--- config.mk ---
export PLATFORM = sky130hd
export DESIGN_NAME = video_pattern_gen
export DESIGN_NICKNAME = d
export VERILOG_FILES = /design/src/rtl/video_pattern_pkg.sv /design/src/rtl/video_pattern_modefsm.sv /design/src/rtl/video_pattern_gen.sv
export SDC_FILE = /design/constraint.sdc
export NUM_CORES = 1
export LEC_CHECK = 0
export CAP_MARGIN = 20
export CORE_ASPECT_RATIO = 0.9
export CORE_UTILIZATION = 45
export DETAILED_ROUTE_END_ITERATION = 6
export PLACE_DENSITY = 0.69
export SLEW_MARGIN = 20
export SYNTH_ARGS = -nofsm -noshare
export SYNTH_HDL_FRONTEND = slang
export SYNTH_SLANG_ARGS = --single-unit
--- constraint.sdc ---
create_clock -name CK_i -period 15.8 [get_ports CK_i]
set_clock_uncertainty 0.2 [all_clocks]
set_input_delay 1.58 -clock CK_i [delete_from_list [all_inputs] [get_ports CK_i]]
set_output_delay 1.58 -clock CK_i [all_outputs]
set_load 0.05 [all_outputs]
--- src/rtl/video_pattern_pkg.sv ---
// rtl/video_pattern_pkg.sv - shared types, colour-bar table and chroma sector helper for the pattern generator
package video_pattern_pkg;

    typedef enum logic [2:0] {
        MODE_FLAT  = 3'd0,
        MODE_RAMP  = 3'd1,
        MODE_HUE   = 3'd2,
        MODE_HATCH = 3'd3,
        MODE_BARS  = 3'd4,
        MODE_CHECK = 3'd5,
        MODE_RSV6  = 3'd6,
        MODE_RSV7  = 3'd7
    } mode_e;

    typedef enum logic {
        FSM_IDLE = 1'b0,
        FSM_PEND = 1'b1
    } fsm_e;

    typedef enum logic [1:0] {
        KIND_SYNC   = 2'd0,
        KIND_BURST  = 2'd1,
        KIND_BLANK  = 2'd2,
        KIND_ACTIVE = 2'd3
    } kind_e;

    // frac is bar luma as a fraction (/256) of the pedestal-to-white span
    typedef struct packed {
        logic [7:0] frac;
        logic       chroma_en;
        logic [2:0] sector;
    } bar_t;

    function automatic bar_t bar_lookup(input logic [2:0] idx);
        bar_t b;
        case (idx)
            3'd0:    b = '{frac: 8'd192, chroma_en: 1'b0, sector: 3'd0};
            3'd1:    b = '{frac: 8'd170, chroma_en: 1'b1, sector: 3'd4};
            3'd2:    b = '{frac: 8'd134, chroma_en: 1'b1, sector: 3'd2};
            3'd3:    b = '{frac: 8'd113, chroma_en: 1'b1, sector: 3'd3};
            3'd4:    b = '{frac: 8'd79,  chroma_en: 1'b1, sector: 3'd7};
            3'd5:    b = '{frac: 8'd58,  chroma_en: 1'b1, sector: 3'd6};
            3'd6:    b = '{frac: 8'd22,  chroma_en: 1'b1, sector: 3'd0};
            default: b = '{frac: 8'd0,   chroma_en: 1'b0, sector: 3'd0};
        endcase
        return b;
    endfunction

    // Sum wraps in 5 bits, matching the narrow adder the subcarrier path uses
    function automatic logic signed [4:0] chroma_sector(input logic [2:0] sector,
                                                        input logic signed [3:0] sin_s,
                                                        input logic signed [3:0] cos_s);
        logic signed [4:0] s5;
        logic signed [4:0] c5;
        logic signed [4:0] r;
        s5 = {sin_s[3], sin_s};
        c5 = {cos_s[3], cos_s};
        case (sector)
            3'd0:    r = c5;
            3'd1:    r = c5 - s5;
            3'd2:    r = -s5;
            3'd3:    r = -c5 - s5;
            3'd4:    r = -c5;
            3'd5:    r = s5 - c5;
            3'd6:    r = s5;
            default: r = c5 + s5;
        endcase
        return r;
    endfunction

endpackage

--- src/rtl/video_pattern_modefsm.sv ---
// rtl/video_pattern_modefsm.sv - mode request handshake, frame-start detect and auto-cycle counter
module video_pattern_modefsm
    import video_pattern_pkg::*;
#(
    parameter int          C_AUTO_FRMS = 60,
    parameter logic [2:0]  C_MODE_INIT = 3'd4
) (
    input  logic       ck_i,
    input  logic       rst_i,
    input  logic       ce_i,
    input  logic [9:0] hctr_i,
    input  logic [8:0] vctr_i,
    input  logic [2:0] req_mode_i,
    input  logic       req_valid_i,
    output logic       req_ready_o,
    input  logic       auto_i,
    output logic [2:0] mode_o,
    output logic [2:0] mode_next_o
);

    fsm_e       state_q;
    logic       ready_q;
    logic [2:0] mode_q;
    logic [2:0] mode_d;
    logic [2:0] cap_q;
    logic [7:0] cnt_q;
    logic       fs;
    logic       accept;
    logic       auto_hit;

    always_comb begin
        fs       = ce_i && (hctr_i == 10'd0) && (vctr_i == 9'd0);
        accept   = ce_i && req_valid_i && ready_q && (state_q == FSM_IDLE);
        auto_hit = auto_i && fs && (({1'b0, cnt_q} + 9'd1) == 9'(C_AUTO_FRMS));
    end

    // Next mode is exported so the pixel sampled on the frame-start edge already uses it
    always_comb begin
        mode_d = mode_q;
        if (ce_i) begin
            if (state_q == FSM_PEND) begin
                if (fs) begin
                    mode_d = cap_q;
                end
            end else if (!accept && auto_hit) begin
                mode_d = (mode_q == 3'd5) ? 3'd0 : mode_q + 3'd1;
            end
        end
    end

    always_ff @(posedge ck_i) begin
        if (rst_i) begin
            state_q <= FSM_IDLE;
            ready_q <= 1'b0;
            mode_q  <= C_MODE_INIT;
            cap_q   <= C_MODE_INIT;
            cnt_q   <= 8'd0;
        end else if (ce_i) begin
            mode_q <= mode_d;
            case (state_q)
                FSM_IDLE: begin
                    if (accept) begin
                        cap_q   <= req_mode_i;
                        state_q <= FSM_PEND;
                        ready_q <= 1'b0;
                        cnt_q   <= 8'd0;
                    end else begin
                        ready_q <= 1'b1;
                        if (auto_i && fs) begin
                            cnt_q <= auto_hit ? 8'd0 : cnt_q + 8'd1;
                        end
                    end
                end
                default: begin
                    if (fs) begin
                        state_q <= FSM_IDLE;
                        ready_q <= 1'b1;
                    end
                end
            endcase
        end
    end

    assign req_ready_o = ready_q;
    assign mode_o      = mode_q;
    assign mode_next_o = mode_d;

endmodule

--- src/rtl/video_pattern_gen.sv ---
// rtl/video_pattern_gen.sv - multi-mode NTSC composite test-pattern generator, two-stage datapath
module video_pattern_gen
    import video_pattern_pkg::*;
#(
    parameter int         C_VW        = 10,
    parameter int         C_PEDE      = 205,
    parameter int         C_CSHIFT    = 5,
    parameter int         C_AUTO_FRMS = 60,
    parameter logic [2:0] C_MODE_INIT = 3'd4
) (
    input  logic                   CK_i,
    input  logic                   RST_i,
    input  logic                   CK_EE_i,
    input  logic [9:0]             HCTRs_i,
    input  logic [8:0]             VCTRs_i,
    input  logic [7:0]             FCTRs_i,
    input  logic                   XBLK_i,
    input  logic                   XSYNC_i,
    input  logic                   CBURST_i,
    input  logic signed [3:0]      sin_s_i,
    input  logic signed [3:0]      cos_s_i,
    input  logic [2:0]             MODE_REQ_i,
    input  logic                   MODE_REQ_VALID_i,
    output logic                   MODE_REQ_READY_o,
    input  logic                   AUTO_i,
    output logic [2:0]             MODEs_o,
    output logic [C_VW-1:0]        VIDEOs_o,
    output logic                   CLIP_o
);

    localparam int W      = C_VW + 2;
    localparam int MAX_I  = (2 ** C_VW) - 1;
    localparam int SPAN_I = MAX_I - C_PEDE;
    localparam int MID_I  = C_PEDE + SPAN_I / 2;

    localparam logic signed [W-1:0] PEDE_S = W'(C_PEDE);
    localparam logic signed [W-1:0] MAX_S  = W'(MAX_I);
    localparam logic signed [W-1:0] MID_S  = W'(MID_I);
    localparam logic signed [W:0]   MAX_S1 = (W+1)'(MAX_I);

    logic [2:0] mode_draw;

    video_pattern_modefsm #(
        .C_AUTO_FRMS (C_AUTO_FRMS),
        .C_MODE_INIT (C_MODE_INIT)
    ) u_modefsm (
        .ck_i        (CK_i),
        .rst_i       (RST_i),
        .ce_i        (CK_EE_i),
        .hctr_i      (HCTRs_i),
        .vctr_i      (VCTRs_i),
        .req_mode_i  (MODE_REQ_i),
        .req_valid_i (MODE_REQ_VALID_i),
        .req_ready_o (MODE_REQ_READY_o),
        .auto_i      (AUTO_i),
        .mode_o      (MODEs_o),
        .mode_next_o (mode_draw)
    );

    function automatic logic signed [W-1:0] chroma_ext(input logic signed [4:0] v);
        return $signed({{(W-5){v[4]}}, v}) <<< C_CSHIFT;
    endfunction

    kind_e                kind_d, kind_q;
    logic signed [W-1:0]  y_d, y_q;
    logic signed [W-1:0]  c_d, c_q;
    logic signed [W-1:0]  pat_y, pat_c;
    logic [8:0]           ramp_sum;
    logic signed [4:0]    hue_sum, bar_sum, burst_neg;
    bar_t                 bar_c;
    logic [W+7:0]         bar_prod;
    logic                 hatch_on, check_on;

    // Stage 1: pattern luma/chroma and the sync/burst/blank classification
    always_comb begin
        ramp_sum  = HCTRs_i[9:1] + VCTRs_i + {1'b0, FCTRs_i};
        hue_sum   = chroma_sector(HCTRs_i[8:6], sin_s_i, cos_s_i);
        bar_c     = bar_lookup(HCTRs_i[8:6]);
        bar_sum   = chroma_sector(bar_c.sector, sin_s_i, cos_s_i);
        bar_prod  = (W+8)'(bar_c.frac) * (W+8)'(SPAN_I);
        burst_neg = -{cos_s_i[3], cos_s_i};
        hatch_on  = (HCTRs_i[4:0] == 5'd0) || (VCTRs_i[4:0] == 5'd0);
        check_on  = HCTRs_i[5] ^ VCTRs_i[5] ^ FCTRs_i[5];

        pat_y = PEDE_S;
        pat_c = '0;
        case (mode_e'(mode_draw))
            MODE_FLAT:  pat_y = MID_S;
            MODE_RAMP:  pat_y = PEDE_S + ($signed({{(W-8){1'b0}}, ramp_sum[7:0]}) <<< (C_VW - 9));
            MODE_HUE: begin
                pat_y = MID_S;
                pat_c = chroma_ext(hue_sum);
            end
            MODE_HATCH: pat_y = hatch_on ? MAX_S : PEDE_S;
            MODE_BARS: begin
                pat_y = PEDE_S + $signed(W'(bar_prod >> 8));
                pat_c = bar_c.chroma_en ? chroma_ext(bar_sum) : '0;
            end
            MODE_CHECK: pat_y = check_on ? MAX_S : PEDE_S;
            default:    pat_y = PEDE_S;
        endcase

        kind_d = KIND_ACTIVE;
        y_d    = pat_y;
        c_d    = pat_c;
        if (!XSYNC_i) begin
            kind_d = KIND_SYNC;
            y_d    = '0;
            c_d    = '0;
        end else if (CBURST_i) begin
            kind_d = KIND_BURST;
            y_d    = PEDE_S;
            c_d    = chroma_ext(burst_neg);
        end else if (!XBLK_i) begin
            kind_d = KIND_BLANK;
            y_d    = PEDE_S;
            c_d    = '0;
        end
    end

    logic signed [W:0]  sum_c;
    logic [C_VW-1:0]    video_d, video_q;
    logic               clip_d, clip_q;
    logic               sat;

    // Stage 2: sum, saturate; only active picture samples report clipping
    always_comb begin
        sum_c   = $signed({y_q[W-1], y_q}) + $signed({c_q[W-1], c_q});
        sat     = 1'b0;
        video_d = sum_c[C_VW-1:0];
        if (sum_c < 0) begin
            video_d = '0;
            sat     = 1'b1;
        end else if (sum_c > MAX_S1) begin
            video_d = '1;
            sat     = 1'b1;
        end
        clip_d = sat && (kind_q == KIND_ACTIVE);
    end

    always_ff @(posedge CK_i) begin
        if (RST_i) begin
            kind_q  <= KIND_BLANK;
            y_q     <= PEDE_S;
            c_q     <= '0;
            video_q <= C_VW'(C_PEDE);
            clip_q  <= 1'b0;
        end else if (CK_EE_i) begin
            kind_q  <= kind_d;
            y_q     <= y_d;
            c_q     <= c_d;
            video_q <= video_d;
            clip_q  <= clip_d;
        end else begin
            clip_q  <= 1'b0;
        end
    end

    assign VIDEOs_o = video_q;
    assign CLIP_o   = clip_q;

endmodule

==> results.txt <==
* Run status: complete, no violations
- Main area contributors after synthesis: ha_1, dfxtp_1, fa_1
- The number of cells on the worst reg-to-reg path is 10.
- Global routing finished with a remaining overflow of 0.
- For this run, asynchronously set or reset flops after synthesis account for 0%.
- Final layout net count: between 900 and 1,000
- Global-route wire length before repair: 25.1 mm
- Post-layout minimum cycle time: about 8.5 ns
* Maximum fanout along the worst path: 14
- Clock sink count: 45
- Post-route core utilization: about 54%
- Synthesis produced a netlist with a net count of approximately 870.
- After detailed routing, the average wire length per cell comes to 16.3 um.
* Unique masters post-synth: 76
* Standard cell core area: approximately 12,000 um^2
- In this run, synthesis inferred 0 flip-flops with an integrated enable.
* Category of the worst setup path launch point: input pin
- After detailed placement, the total cell area comes to about 6500 um^2.
* Tcrit/Tclk final: 53.6%
* DIE AREA: 13,200 um^2
- Die height: 109 um
* Final non-filler cell total: between 900 and 1,000
- Count of vias placed by the detailed router: 5,506
- Setup repair after global routing left no endpoint under its margin.
- Via-per-instance ratio: between 5 and 6
- The repair_antennas step left the layout with diodes totalling 0.
- At the pin with the least slew margin, the transition time is 0.970 ns.
- In this run the power density over the cells is 91.5 nW/um^2.
- Before antenna repair, the detailed router went through 5 iterations.
- Max-capacitance violation count: 0
- At the worst endpoint, the required time is roughly 16 ns.
* Buffers and inverters on the worst path: 5
- STA classifies the critical path endpoint as a flop.
- The detail route stage leaves a number of antenna-violating nets equal to 0.
* Share of the synthesized area in the top cell type: 15.9%
* Final-report setup violation count: 0
- Dividing the synthesized area by the synthesized cell count gives 7.86 um^2.
- Max Slew Vio Count: 0
- The via count of the first global-routing pass was between 5,000 and 6,000.
- Flip-flop and latch count after synthesis: 45
- Chip Width: 121 um
- Initial antenna violation count: 0
- Summed instance area of the synthesized netlist: approximately 5700 um^2
* Layout Area Growth over Synthesis: 15.7%
- Clock tree synthesis inserted a total of 5 buffers.
- Accumulated negative setup slack: 0 ns
- Slowest cell on the critical path: a21oi_1
* All-layer global routing usage: 23.8%
- 61 I/O pins were placed.
- Crit Path Class: in2reg
- For the worst-skew pair, the clock arrives at the later sink with an insertion delay of 0.29 ns.
- Derived from the worst setup path, the maximum achievable clock frequency is 0.118 GHz.
* Clock slew at the register clock pins of the worst setup and hold paths: ~0.060 ns
- Share of the yosys chip area belonging to registers: 15.7%
* Worst hold path depth: 2
- Synthesis produced a netlist whose cell count is 729.
- Maximum level of the CTS H-tree: 2
- IR drop worst, VDD: between 0.05 and 0.06 mV
- Final Routed Wirelength: 15.3 mm
- The congestion estimate from routability-driven global placement came to 0.943.
- The tree is rooted in a clkbuf_16.
- Summed area of non-filler cells in the final layout: 6640 um^2
- ha_1 takes more of the synthesized area than any other cell.
- Largest stage delay, worst path: 0.82 ns
- Once placement completed, the tool counted placed cells totaling 929.
- STA puts the critical path data arrival time at 8.44 ns.
- Counting stages on the worst path, the most repeated cell is ha_1.
- Total half-perimeter wirelength after legalization and detailed placement: roughly 12 mm
* Clock tree from TritonCTS: built
- Walking the worst path, the cells encountered are clkdlybuf4s50_1 > inv_1 > ha_1 > a21oi_1 > clkinv_1 > ha_1 > ha_1 > inv_1 > fa_1 > inv_1 > fa_1 > ha_1 > a21o_1 > a21oi_1 > o21ai_0 > a311oi_2 > mux2_2 > or2_2 > xnor2_1 > nor2_1 > a221o_1.
- The detailed router finished its first iteration with 525 violations.
* FILL cells: 1,133
- The longest clock path from root to sink contains 2 buffers.
* Starting density of the core: 46.9%
- The final-report hold violation count was 0.
- Worst slew slack as a fraction of its limit: 33.6%
- Number of logic stages on the critical path including buffering: 21
* Leak: 2.86 nW
- DRC errors left: 0
- Resize count post-CTS: 0
- Number of buffers inserted by port buffering: 60
* Fraction of layout cells with a size suffix above 1: 5.15%
- Post CTS Setup Buffer Count: 0
* Pin count of the biggest net entering global routing: 40
- The path class of the tightest hold or removal check is reg2reg.
- Largest delay contributor family on the critical path: adder cells
- Count of yosys warnings during synthesis: 0
* Floorplan row count: 38
- The most used flip-flop cell after synthesis is dfxtp_1.
- Summing internal, switching and leakage power gives 0.607 mW.
- Cts-stage hold buffer count: 0
## worst register-to-register path, stage by stage (launching register included)
cell and delay, ns:
dfxtp_1 0.44, ha_1 0.29, and3_1 0.27, o2111ai_1 0.12, a221o_1 0.42, o311a_1 0.44
a211oi_4 0.62, nand3_1 0.24, o22ai_2 0.22, a31oi_1 0.11, o221ai_2 0.22
## metrics by stage
step / worst slack [ns] / hold WS [ns]
after global placement: 7.35 / 0.242
after global routing: 6.81 / 0.274
after floorplan: 8.76 / 0.224
after CTS: 7.40 / 0.253
final: 7.33 / 0.250
after detailed placement: 7.13 / 0.245
## layout by cell type, fill, tap and decap left out, types with 5 or more instances in the layout
| cell | Yosys | layout |
|---|---|---|
| a21oi_1 | 73 | 73 |
| ha_1 | 73 | 73 |
| nand2_1 | 63 | 63 |
| clkdlybuf4s50_1 | 0 | 60 |
| inv_1 | 56 | 56 |
| nor2_1 | 51 | 51 |
| dfxtp_1 | 45 | 45 |
| o21ai_0 | 43 | 43 |
| xnor2_1 | 37 | 37 |
| nand3_1 | 24 | 24 |
| fa_1 | 21 | 21 |
| nor3_1 | 16 | 15 |
| xor2_1 | 13 | 13 |
| a22oi_1 | 13 | 13 |
| a21o_1 | 12 | 12 |
| nor2b_1 | 10 | 10 |
| and2_1 | 9 | 9 |
| or2_2 | 8 | 8 |
| mux2i_1 | 8 | 8 |
| nand2b_1 | 7 | 7 |
| o21bai_1 | 6 | 6 |
| nand3b_1 | 6 | 6 |
| and3_1 | 6 | 6 |
| or3_1 | 6 | 6 |
| a31oi_1 | 6 | 6 |
| clkbuf_16 | 0 | 5 |
## final timing paths
kind                                                 startpoint                     end  slack, ns
worst min-delay path                     kind_q[0]$_SDFFE_PP0P_  kind_q[0]$_SDFFE_PP0P_       0.25
worst max register to register  u_modefsm.cnt_q[0]$_SDFFE_PP0P_     y_q[5]$_SDFFE_PP0P_      12.13
worst min register to register           kind_q[0]$_SDFFE_PP0P_  kind_q[0]$_SDFFE_PP0P_       0.25
worst max-delay path                                 HCTRs_i[6]     y_q[8]$_SDFFE_PP0P_       7.33
## registers in the layout, summed over array words and instances (netlist names)
register and flops:
u_modefsm.state_q 1, u_modefsm.req_ready_o 1, u_modefsm.cnt_q 8, c_q 5, u_modefsm.mode_o 3, CLIP_o 1, u_modefsm.cap_q 3, kind_q 2
y_q 11, VIDEOs_o 10
## synth_stat cells, types with 3 or more instances
cell type and instances:
a21oi_1 73, ha_1 73, nand2_1 63, inv_1 56, nor2_1 51, dfxtp_1 45, o21ai_0 43, xnor2_1 37
nand3_1 24, fa_1 21, clkbuf_1 18, nor3_1 16, a22oi_1 13, xor2_1 13, a21o_1 12, nor2b_1 10
and2_1 9, mux2i_1 8, or2_2 8, nand2b_1 7, a31oi_1 6, and3_1 6, nand3b_1 6, o21bai_1 6
or3_1 6, a221o_1 4, a221oi_1 4, a32oi_1 4, nand4b_1 4, nor3b_1 4, o211ai_1 4, o221ai_1 4
o31ai_1 4, a2111oi_0 3, a22o_1 3, buf_2 3, nor4_1 3, o21a_1 3, o22ai_1 3, or4_4 3
## power by group
part / switching, mW / total (mW) / internal [mW]
Combinational: 0.211 / 0.363 / 0.152
Sequential: 0.00450 / 0.124 / 0.120
Clock: 0.0449 / 0.120 / 0.0748
Total: 0.261 / 0.607 / 0.347
## routing by layer
layer / GRT usage (%) / part of all wire (%) / vias up
li1: - / - / 2730
met1: 32.0 / 45 / 2541
met2: 38.7 / 45 / 208
met3: 4.34 / 7.6 / 27
met4: 6.88 / 2.2 / 0
met5: 0 / 0 / -
## logic make-up after synthesis
family	count (synthesis)	synth area share, %
AOI/OAI and AO/OA	213	24.3
xor gates and xnor gates	50	7.64
adders and majority gates	94	23.3
buffers and inverters	80	5.43
DFF	45	15.7
muxes	10	1.79
and+or+nand+nor	237	21.9
## area by class of cell
| cell class | count | area, um^2 | area share (%) |
|---|---|---|---|
| multi-input combinational | 604 | 4530 | 68.2 |
| sequential | 45 | 901 | 13.6 |
| timing repair buffer | 63 | 623 | 9.39 |
| inverter | 57 | 214 | 3.22 |
| tap | 160 | 200 | 3.02 |
| clock buffer | 5 | 125 | 1.89 |
| clock inverter | 3 | 46.3 | 0.698 |
Note: power is estimated with default switching activity, not from simulation.
==> patch 1, RTL diff (config.mk and constraints unchanged) <==
Add an input register stage for `MODE_REQ_i` and `MODE_REQ_VALID_i`, without a reset; this delays them by one clock. The other inputs are not delayed to match.
--- a/src/rtl/video_pattern_gen.sv
+++ b/src/rtl/video_pattern_gen.sv
@@ -39,4 +39,12 @@
     localparam logic signed [W:0]   MAX_S1 = (W+1)'(MAX_I);
 
+    logic [2:0] MODE_REQ_q;
+    logic MODE_REQ_VALID_q;
+
+    always_ff @(posedge CK_i) begin
+        MODE_REQ_q       <= MODE_REQ_i;
+        MODE_REQ_VALID_q <= MODE_REQ_VALID_i;
+    end
+
     logic [2:0] mode_draw;
 
@@ -50,6 +58,6 @@
         .hctr_i      (HCTRs_i),
         .vctr_i      (VCTRs_i),
-        .req_mode_i  (MODE_REQ_i),
-        .req_valid_i (MODE_REQ_VALID_i),
+        .req_mode_i  (MODE_REQ_q),
+        .req_valid_i (MODE_REQ_VALID_q),
         .req_ready_o (MODE_REQ_READY_o),
         .auto_i      (AUTO_i),
Formal check against the unedited RTL: not equivalent (Yosys sat finds a counterexample within 4 cycles, from zero or initial values and one cycle with RST_i high).
==> patch 1 against the unedited design <==
Design area did not move; sequential cell count rose by 4; first-iteration DRC count fell by 27%; setup slack got worse by 82 ps; routed wire length rose by 5.4%; synthesized area rose by 0.65%; largest cell class unchanged; power fell by 0.23%; register-to-register slack got worse by 50 ps; critical endpoint is now y_q[9]$_SDFFE_PP0P_; critical path depth fell by 2.
==> patch 1: results (changes against the unedited design) <==
WHS Endpoint=u_modefsm.cap_q[2]$_SDFFE_PP1P_ (was kind_q[0]$_SDFFE_PP0P_); post-synthesis xor/xnor area fraction=8.76% (was 7.64%); synth cell count leaders=a21oi_1, ha_1, inv_1, nand2_1, nor2_1 (was a21oi_1, ha_1, nand2_1, inv_1, nor2_1); via/cell ratio=5.96 (was 5.88); 1st-iter DRT viols=384 (was 525); Clock Power Share=18.0% (was 19.7%); vias in the first global route=5365 (was 5105); R2R Path End=c_q[10]$_SDFFE_PP0P_ (was y_q[5]$_SDFFE_PP0P_); Gate power share=59.6% (was 59.8%); WP data arrival=8540 ps (was 8440 ps); cell count after synthesis=716 (was 729); LEAKAGE=2.80 nW (was 2.86 nW); CP peak stage delay=850 ps (was 820 ps); critical path fanouts, max=18 (was 14); Cell variety after synth=80 (was 76); M1 WL=7.24 mm (was 6.94 mm); routed wire length on met3=918 um (was 1.16 mm); Setup WS post-layout=7250 ps (was 7330 ps); sequential area share after synthesis=17.0% (was 15.7%); status=complete, no violations (unchanged); syn nets=856 (was 869); reg2reg setup slack=12080 ps (was 12130 ps); largest net degree at the start of global routing=39 (was 40); wire per inst=17.5 um (was 16.3 um); Pint=0.348 mW (was 0.347 mW); GPL Wtd Cong=0.900 (was 0.943); met1 Use GR=31.7% (was 32.0%); # nets final=901 (was 916); Hold Slack=253 ps (was 250 ps); hold_sp=MODE_REQ_q[2]$_DFF_P_ (was kind_q[0]$_SDFFE_PP0P_)
[patch 1: cell count changes in the layout (fill, tap and decap cells not counted), moves of 4 or more]
cell | before | now
o21ai_0 | 43 | 28
a211oi_1 | 2 | 8
dfxtp_1 | 45 | 49
xnor2_1 | 37 | 42
nand4_1 | 2 | 8
nand3_1 | 24 | 18
nand2b_1 | 7 | 13
and2_1 | 9 | 2
a22oi_1 | 13 | 9
a211o_1 | 1 | 5
nor3_1 | 15 | 11
nand2_1 | 63 | 54
[patch 1: cells by family after synthesis]
kind of cell | after synthesis
AOI/OAI and AO/OA | 214
xor gates and xnor gates | 56
adders and majority gates | 94
buffers and inverters | 85
DFF | 49
muxes | 9
and+or+nand+nor | 209
[patch 1: area by class of cell]
type,count,area [sq um]
fillers,1184,5630
multi-input cells,582,4450
flip-flops and latches,49,981
repair buffers,64,631
inverters,59,221
well taps,160,200
clock buffers,5,125
clock inverters,3,25.0
==> patch 2, RTL diff (same settings) <==
Made on the original files. The parameter `C_VW` goes from 10 to 9.
--- a/src/rtl/video_pattern_gen.sv
+++ b/src/rtl/video_pattern_gen.sv
@@ -3,5 +3,5 @@
     import video_pattern_pkg::*;
 #(
-    parameter int         C_VW        = 10,
+    parameter int         C_VW        = 9,
     parameter int         C_PEDE      = 205,
     parameter int         C_CSHIFT    = 5,
Interface: changed (resized VIDEOs_o); port bits go from 61 to 60. No check against the original RTL was run, so the function may have changed too.
==> patch 2 against the unedited design <==
Routed wire length down 1.8%; design area fell by 2.4%; power decreased by 8.3%; synthesized area fell by 1.8%; setup slack lost 440 ps; critical path depth is 1 lower; sequential cell count is 2 lower; sequential power shrank 6%; critical path type unchanged; largest power group unchanged; highest routed layer unchanged.
==> patch 2: results (changes against the unedited design) <==
# nets final=871 (was 916); Post-DP Area=0.00629 sq mm (was 0.00646 sq mm); WP data arrival=8870 ps (was 8440 ps); # placed instances=894 (was 929); DRT Pass-1 Iters=7 (was 5); critical path fanouts, max=21 (was 14); VDD IR max=0.0000441 V (was 0.0000578 V); via/cell ratio=5.95 (was 5.88); area share of fa/ha/maj cells after synthesis=21.1% (was 23.3%); GPL Wtd Cong=0.903 (was 0.943); part of the cycle the worst path needs=56.4% (was 53.6%); reg2reg setup slack=12510 ps (was 12130 ps); Cell variety after synth=87 (was 76); WL final=15.0 mm (was 15.3 mm); post-synthesis xor/xnor area fraction=7.78% (was 7.64%); WHS Endpoint=VIDEOs_o[1]$_SDFFE_PP0P_ (was kind_q[0]$_SDFFE_PP0P_); complex-gate fraction of the synthesized area=26.4% (was 24.3%); crit path capture=y_q[6]$_SDFFE_PP1P_ (was y_q[8]$_SDFFE_PP0P_); Global Route Usage Sum=23.8% (about the same); status=complete, no violations (unchanged); sequential area share after synthesis=15.3% (was 15.7%); synth cell count leaders=ha_1, a21oi_1, nand2_1, inv_1, nor2_1 (was a21oi_1, ha_1, nand2_1, inv_1, nor2_1); top post-synthesis cells by area=dfxtp_1, ha_1, fa_1 (was ha_1, dfxtp_1, fa_1); Hold Slack=261 ps (was 250 ps); path depth of the worst reg2reg path=9 (was 10); M1 WL=7.32 mm (was 6.94 mm); LEAKAGE=2.68 nW (was 2.86 nW); post-synthesis mux area share=0.600% (was 1.79%); routed wire length on met3=672 um (was 1.16 mm)
-- patch 2: power by group --
part           switching [mW]  leakage (nW)  total (mW)  internal (mW)
sequential            0.00338         0.351       0.117          0.114
clock                  0.0402        0.0911       0.131         0.0906
combinational           0.178          2.24       0.309          0.131
total                   0.221          2.68       0.557          0.335
-- patch 2: worst max-delay path, cell delays in order --
cell and delay (ps):
clkdlybuf4s50_1 650, inv_1 130, ha_1 460, a21oi_1 840, clkinv_1 540, ha_1 430
ha_1 200, inv_1 70, fa_1 450, fa_1 560, inv_1 50, ha_1 540
nand2_1 110, nor4_1 470, nor3_1 130, a2111oi_0 820, o211ai_1 300, xnor2_1 210
a211oi_1 240, o21ai_1 70
-- patch 2: layout make-up --
type                       instances  area [sq um]  share of cell area (%)
clock inverter                     2          60.1                   0.927
multi-input combinational        580          4430                    68.4
clock buffer                       6           129                    1.99
timing repair buffer              62           613                    9.47
sequential                        43           861                    13.3
tap                              160           200                    3.09
inverter                          49           184                    2.84
